`config.mk`:
```
export PLATFORM = sky130hd
export DESIGN_NAME = branch_predictor
export DESIGN_NICKNAME = d
export VERILOG_FILES = /design/src/rtl/branch_predictor.sv
export SDC_FILE = /design/constraint.sdc
export NUM_CORES = 1
export LEC_CHECK = 0
export CORE_UTILIZATION = 53
export CTS_CLUSTER_DIAMETER = 80
export DETAILED_ROUTE_END_ITERATION = 10
export HOLD_SLACK_MARGIN = 0.08
export PLACE_DENSITY_LB_ADDON = 0.12
export REMOVE_ABC_BUFFERS = 1
export SETUP_SLACK_MARGIN = 0.05
export SYNTH_ARGS = -nofsm -noshare
export SYNTH_HDL_FRONTEND = slang
export SYNTH_SLANG_ARGS = --single-unit
```
`constraint.sdc`:
```
create_clock -name clk -period 2.7 [get_ports clk]
set_input_delay 0.54 -clock clk [delete_from_list [all_inputs] [get_ports clk]]
set_output_delay 0.54 -clock clk [all_outputs]
set_load 0.1 [all_outputs]
```
`src/rtl/branch_predictor.sv`:
```
// Bimodal 2-bit counter predictor with direct-mapped BTB and perf counters.
// Define BP_TAG_EN to store PC tags and stop aliasing between PCs.
module branch_predictor #(
    parameter int XLEN     = 32,
    parameter int ENTRIES  = 16,
    parameter int IDX_BITS = $clog2(ENTRIES)
) (
    input  logic            clk,
    input  logic            reset,
    input  logic            stall_in,
    input  logic [XLEN-1:0] pc_F_in,
    output logic            predict_taken_out,
    output logic [XLEN-1:0] predict_target_out,
    input  logic            upd_valid_in,
    input  logic [XLEN-1:0] upd_pc_in,
    input  logic            upd_is_branch_in,
    input  logic            upd_is_jump_in,
    input  logic            upd_taken_in,
    input  logic [XLEN-1:0] upd_target_in,
    input  logic            upd_mispredict_in,
    output logic [31:0]     branch_cnt_out,
    output logic [31:0]     mispredict_cnt_out
);

    logic                valid_q  [ENTRIES];
    logic [1:0]          ctr_q    [ENTRIES];
    logic [XLEN-1:0]     target_q [ENTRIES];
    logic [31:0]         branch_cnt_q;
    logic [31:0]         mispredict_cnt_q;

    logic [IDX_BITS-1:0] look_idx;
    logic [IDX_BITS-1:0] upd_idx;
    logic                look_hit;
    logic                upd_alloc;
    logic                upd_en;
    logic [1:0]          ctr_next;

    assign look_idx = pc_F_in[IDX_BITS+1:2];
    assign upd_idx  = upd_pc_in[IDX_BITS+1:2];
    assign upd_en   = upd_valid_in & ~stall_in & (upd_is_branch_in | upd_is_jump_in);

`ifdef BP_TAG_EN
    localparam int TAG_W = XLEN - IDX_BITS - 2;

    logic [TAG_W-1:0] tag_q [ENTRIES];
    logic [TAG_W-1:0] look_tag;
    logic [TAG_W-1:0] upd_tag;
    logic             unused_bits;

    assign look_tag    = pc_F_in[XLEN-1:IDX_BITS+2];
    assign upd_tag     = upd_pc_in[XLEN-1:IDX_BITS+2];
    assign look_hit    = valid_q[look_idx] & (tag_q[look_idx] == look_tag);
    // A valid entry owned by another PC is replaced as if it were empty
    assign upd_alloc   = ~valid_q[upd_idx] | (tag_q[upd_idx] != upd_tag);
    assign unused_bits = ^{pc_F_in[1:0], upd_pc_in[1:0]};
`else
    logic unused_bits;

    assign look_hit    = valid_q[look_idx];
    assign upd_alloc   = ~valid_q[upd_idx];
    assign unused_bits = ^{pc_F_in[XLEN-1:IDX_BITS+2], pc_F_in[1:0],
                           upd_pc_in[XLEN-1:IDX_BITS+2], upd_pc_in[1:0]};
`endif

    assign predict_taken_out  = look_hit & ctr_q[look_idx][1];
    assign predict_target_out = predict_taken_out ? target_q[look_idx] : '0;
    assign branch_cnt_out     = branch_cnt_q;
    assign mispredict_cnt_out = mispredict_cnt_q;

    always_comb begin
        ctr_next = ctr_q[upd_idx];
        if (upd_is_jump_in) begin
            ctr_next = 2'b11;
        end else if (upd_alloc) begin
            ctr_next = upd_taken_in ? 2'b10 : 2'b01;
        end else if (upd_taken_in) begin
            if (ctr_q[upd_idx] != 2'b11) ctr_next = ctr_q[upd_idx] + 2'd1;
        end else begin
            if (ctr_q[upd_idx] != 2'b00) ctr_next = ctr_q[upd_idx] - 2'd1;
        end
    end

    always_ff @(posedge clk) begin
        if (reset) begin
            for (int i = 0; i < ENTRIES; i++) begin
                valid_q[i]  <= 1'b0;
                ctr_q[i]    <= 2'b00;
                target_q[i] <= '0;
`ifdef BP_TAG_EN
                tag_q[i]    <= '0;
`endif
            end
            branch_cnt_q     <= '0;
            mispredict_cnt_q <= '0;
        end else if (upd_en) begin
            branch_cnt_q <= branch_cnt_q + 32'd1;
            if (upd_mispredict_in) mispredict_cnt_q <= mispredict_cnt_q + 32'd1;
            valid_q[upd_idx] <= 1'b1;
            ctr_q[upd_idx]   <= ctr_next;
            if (upd_is_jump_in | upd_taken_in) target_q[upd_idx] <= upd_target_in;
`ifdef BP_TAG_EN
            tag_q[upd_idx] <= upd_tag;
`endif
        end
    end

endmodule

```
==> impl_results.md <==
- Most frequent cells in the layout: edfxtp_1, and2_1, buf_4, mux4_2, buf_12
- GPL Wtd Cong: 0.8395
- Worst-path maximum fanout: 7
- Failing checks: DRC, setup timing
- Setup crit end kind: output pin
- Class of the worst hold path: reg2reg
- Antenna viol nets, final: 0
- Critical Path RT: 2160 ps
- Switching Fraction: 22.63%
- Num CTS Buffers: 67
- Clock skew: 14.28 ps
- Layout cells sized above 1: 27.32%
- Final WS setup: -353.4 ps
- Worst setup path category: reg2out
- Worst-path cell chain: nand3_2 > o21ai_2 > mux4_2 > o21ai_4 > buf_12 > buf_12 > buf_12 > nor2b_2 > buf_12
- Final Hold Viols: 0
- Startpoint types: register
- Buffers on Ports: 144
- Cells on Worst Hold Path: 2
- RSZ-0062 raised after global routing: true
- Commonest non-fill, non-tap cell in the layout: edfxtp_1
- Post-Syn Area per Cell: 14.74 µm²
- Reg2reg setup slack: 470 ps
- VDD IR max: 0.0003993 V
- Clock tree buffer depth: 3
- Clk slew on worst S/H paths: 60 ps
- Die W: 233.5 µm
- Via count: 16842
- Register Area: 17940 µm²
- Ant. Diodes: 0
- Post-layout util: 65.56%
- Critical-path top delay cell: mux4_2
- Final instance area: 34590 µm²
- Area delta synth->final: 21.81%
- # DRC: 10
- # rows: 84
- Fin crit period: 3053 ps
- Relative slew slack: 54.66%
- Vias in the first global route: 17388
- Register area share after synthesis: 63.16%
- Global route total overflow: 0
- FF-to-FF End: ctr_q[1][0]
- Clock share of power: 39.9%
- Hold path start: valid_q[8]
- P_leak: 12.39 nW
- Status: complete, but fails checks
- Initial antenna violation count: 5
- Die area: 54510 µm²
- Setup-failing EPs final: 33
- Boundary pin count: 201
- Core area: 52760 µm²
- Sequential Power Share: 49.9%
- Syn Inst Count: 1927
- Skew-Pair Late Insertion Delay: 590 ps
- Reg2Reg Depth: 7
- Fmax: 0.3275 GHz
- GRT Total Usage: 27.50%
- TritonCTS clock tree: done
- Via/cell ratio: 5.810
- Power per cell area: 638.6 nW/µm²
- Iter 0 DRT Violations: 1710
- Max Cap Viol: 0
- Period Utilization, post-route: 113.1%
- Ys Warns: 0
- P_sw: 4.998 mW
- Initial core utilization: 53.83%
- Final wirelength: 72770 µm
- Max-slew violation count: 0
- WL/cell: 25.10 µm
- Power Internal: 17.09 mW
- Vert. Die Dim: 233.5 µm
- Mapped cell area: 28400 µm²
- CP top delay family: buffers and inverters
- Buffer and inverter count on the worst path: 4
- Clock Sinks: 624
- Largest net degree at the start of global routing: 68
- DP Area: 32140 µm²
- Total power: 22.09 mW
- Worst slew pin tran: 673.9 ps
- Seq cells post-synth: 624
- Crit-path max cell delay: 530 ps
- FILL cells: 3758
- First-pass GRT wire length: 107800 µm
- Detail Placement HPWL: 44830 µm
- Multi-input gate area: 10040 µm²
- Logic pwr share: 10.2%
- Critical Path AT: 2510 ps
- H-tree Lvls: 3
- Worst r2r src: ctr_q[1][1]
- Nets: 2264
- Detailed Routing Iterations Pass 1: 8
- Hold EP: valid_q[8]
- CTS root buf: clkbuf_16
- Hold_ws: 488.2 ps
- Critical Path Most Common Cell: buf_12
- Yosys cell types: 42
-- cell type report --
cell class                      count  area share [%]
Clock buffer                      103           5.541
Inverter                           24          0.2604
Tap cell                          688           2.489
Multi-Input combinational cell   1132           29.02
Clock inverter                     19          0.4630
Sequential cell                   624           51.86
Timing Repair Buffer              309           10.37
-- state kept, by name, summed over array words and instances, names as in the netlist --
register / flops
valid_q: 16
branch_cnt_out: 32
target_q: 512
mispredict_cnt_out: 32
ctr_q: 32
-- cells by family (layout without fill, tap and decap cells) --
family	count (synthesis)	in the layout	synth area share (%)
XOR/XNOR	60	60	1.850
AND/OR/NAND/NOR	835	835	17.35
AO/OA/AOI/OAI	61	61	1.172
multiplexers	174	174	13.88
buffers and inverters	171	455	2.502
flip-flops	624	624	63.16
adder cells (fa/ha/maj)	2	2	0.08810
-- per-layer routing --
metal	up-vias	wire (µm)	track usage [%]
met4	2	1621	8.381
met2	627	36490	46.36
met1	8649	29650	37.01
li1	7463	-	-
met5	-	15	0
met3	101	4989	4.114
-- worst min-delay path, cell delays in order, from the launching register on --
cell	delay, ps
dfxtp_1	320
inv_1	50
o21ai_0	70
-- synthesized netlist by cell type, drive strengths merged --
cell type | count | area (µm²)
ha | 2 | 25.02
clkbuf | 115 | 441.7
o211ai | 4 | 30.03
xor2 | 46 | 402.9
dfxtp | 80 | 1602
nor4 | 4 | 31.28
o21bai | 1 | 7.510
nor3 | 24 | 197.7
nand2 | 47 | 176.4
mux2i | 1 | 22.52
and3 | 13 | 82.58
and2b | 1 | 8.760
xnor2 | 14 | 122.6
clkinv | 1 | 3.750
edfxtp | 544 | 16340
and2 | 516 | 3228
nand3 | 40 | 205.2
o2bb2ai | 1 | 8.760
nand2b | 20 | 125.1
mux4 | 173 | 3919
o21ai | 28 | 143.9
buf | 32 | 178.9
nor2 | 83 | 311.6
a22oi | 3 | 22.52
nand4 | 22 | 137.6
inv | 23 | 86.33
or3 | 2 | 12.51
nor2b | 39 | 244.0
a21oi | 24 | 120.1
and4 | 6 | 52.55
or2 | 18 | 112.6
-- power groups by stage --
stage          Clock, mW  Sequential (mW)  Combinational, mW
2_1_floorplan          0             11.2               1.06
3_3_place_gp           0             11.2               2.15
3_5_place_dp           0             11.2               2.17
4_1_cts             8.97             11.0               2.26
5_1_grt             9.31             11.0               2.36
6_report            8.81             11.0               2.26
-- timing repair --
| action | 4_1_cts | 5_1_grt |
|---|---|---|
| gates cloned | 1 | 2 |
| setup buffers | 11 | 2 |
| gates resized for setup | 41 | 19 |
| hold buffers | 0 | 0 |
| endpoints found under the setup margin | 33 | 33 |
| pin swaps | 3 | 3 |
-- how the worst max path moves through the flow --
stage / start / endpoint / slack (ps) / cells past startpoint
after floorplan: pc_F_in[3] / predict_target_out[0] / -910 / 5
final: ctr_q[7][1] / predict_target_out[27] / -350 / 9
after global routing: ctr_q[7][1] / predict_target_out[27] / -430 / 9
after global placement: upd_pc_in[2] / ctr_q[3][1] / -400 / 9
after detailed placement: upd_pc_in[2] / ctr_q[13][1] / -440 / 9
after CTS: ctr_q[7][1] / predict_target_out[27] / -420 / 9
-- stage by stage --
stage | worst slack (ps) | setup TNS, ps | cells
2_1_floorplan | -913.6 | -172390 | 1780
6_report | -353.4 | -10450 | 2899
4_1_cts | -415.2 | -12290 | 2896
3_5_place_dp | -443.9 | -23090 | 2766
5_1_grt | -426.6 | -12720 | 2899
3_3_place_gp | -402.5 | -22130 | 2766
No activity file was read; power rests on OpenSTA's default activity.
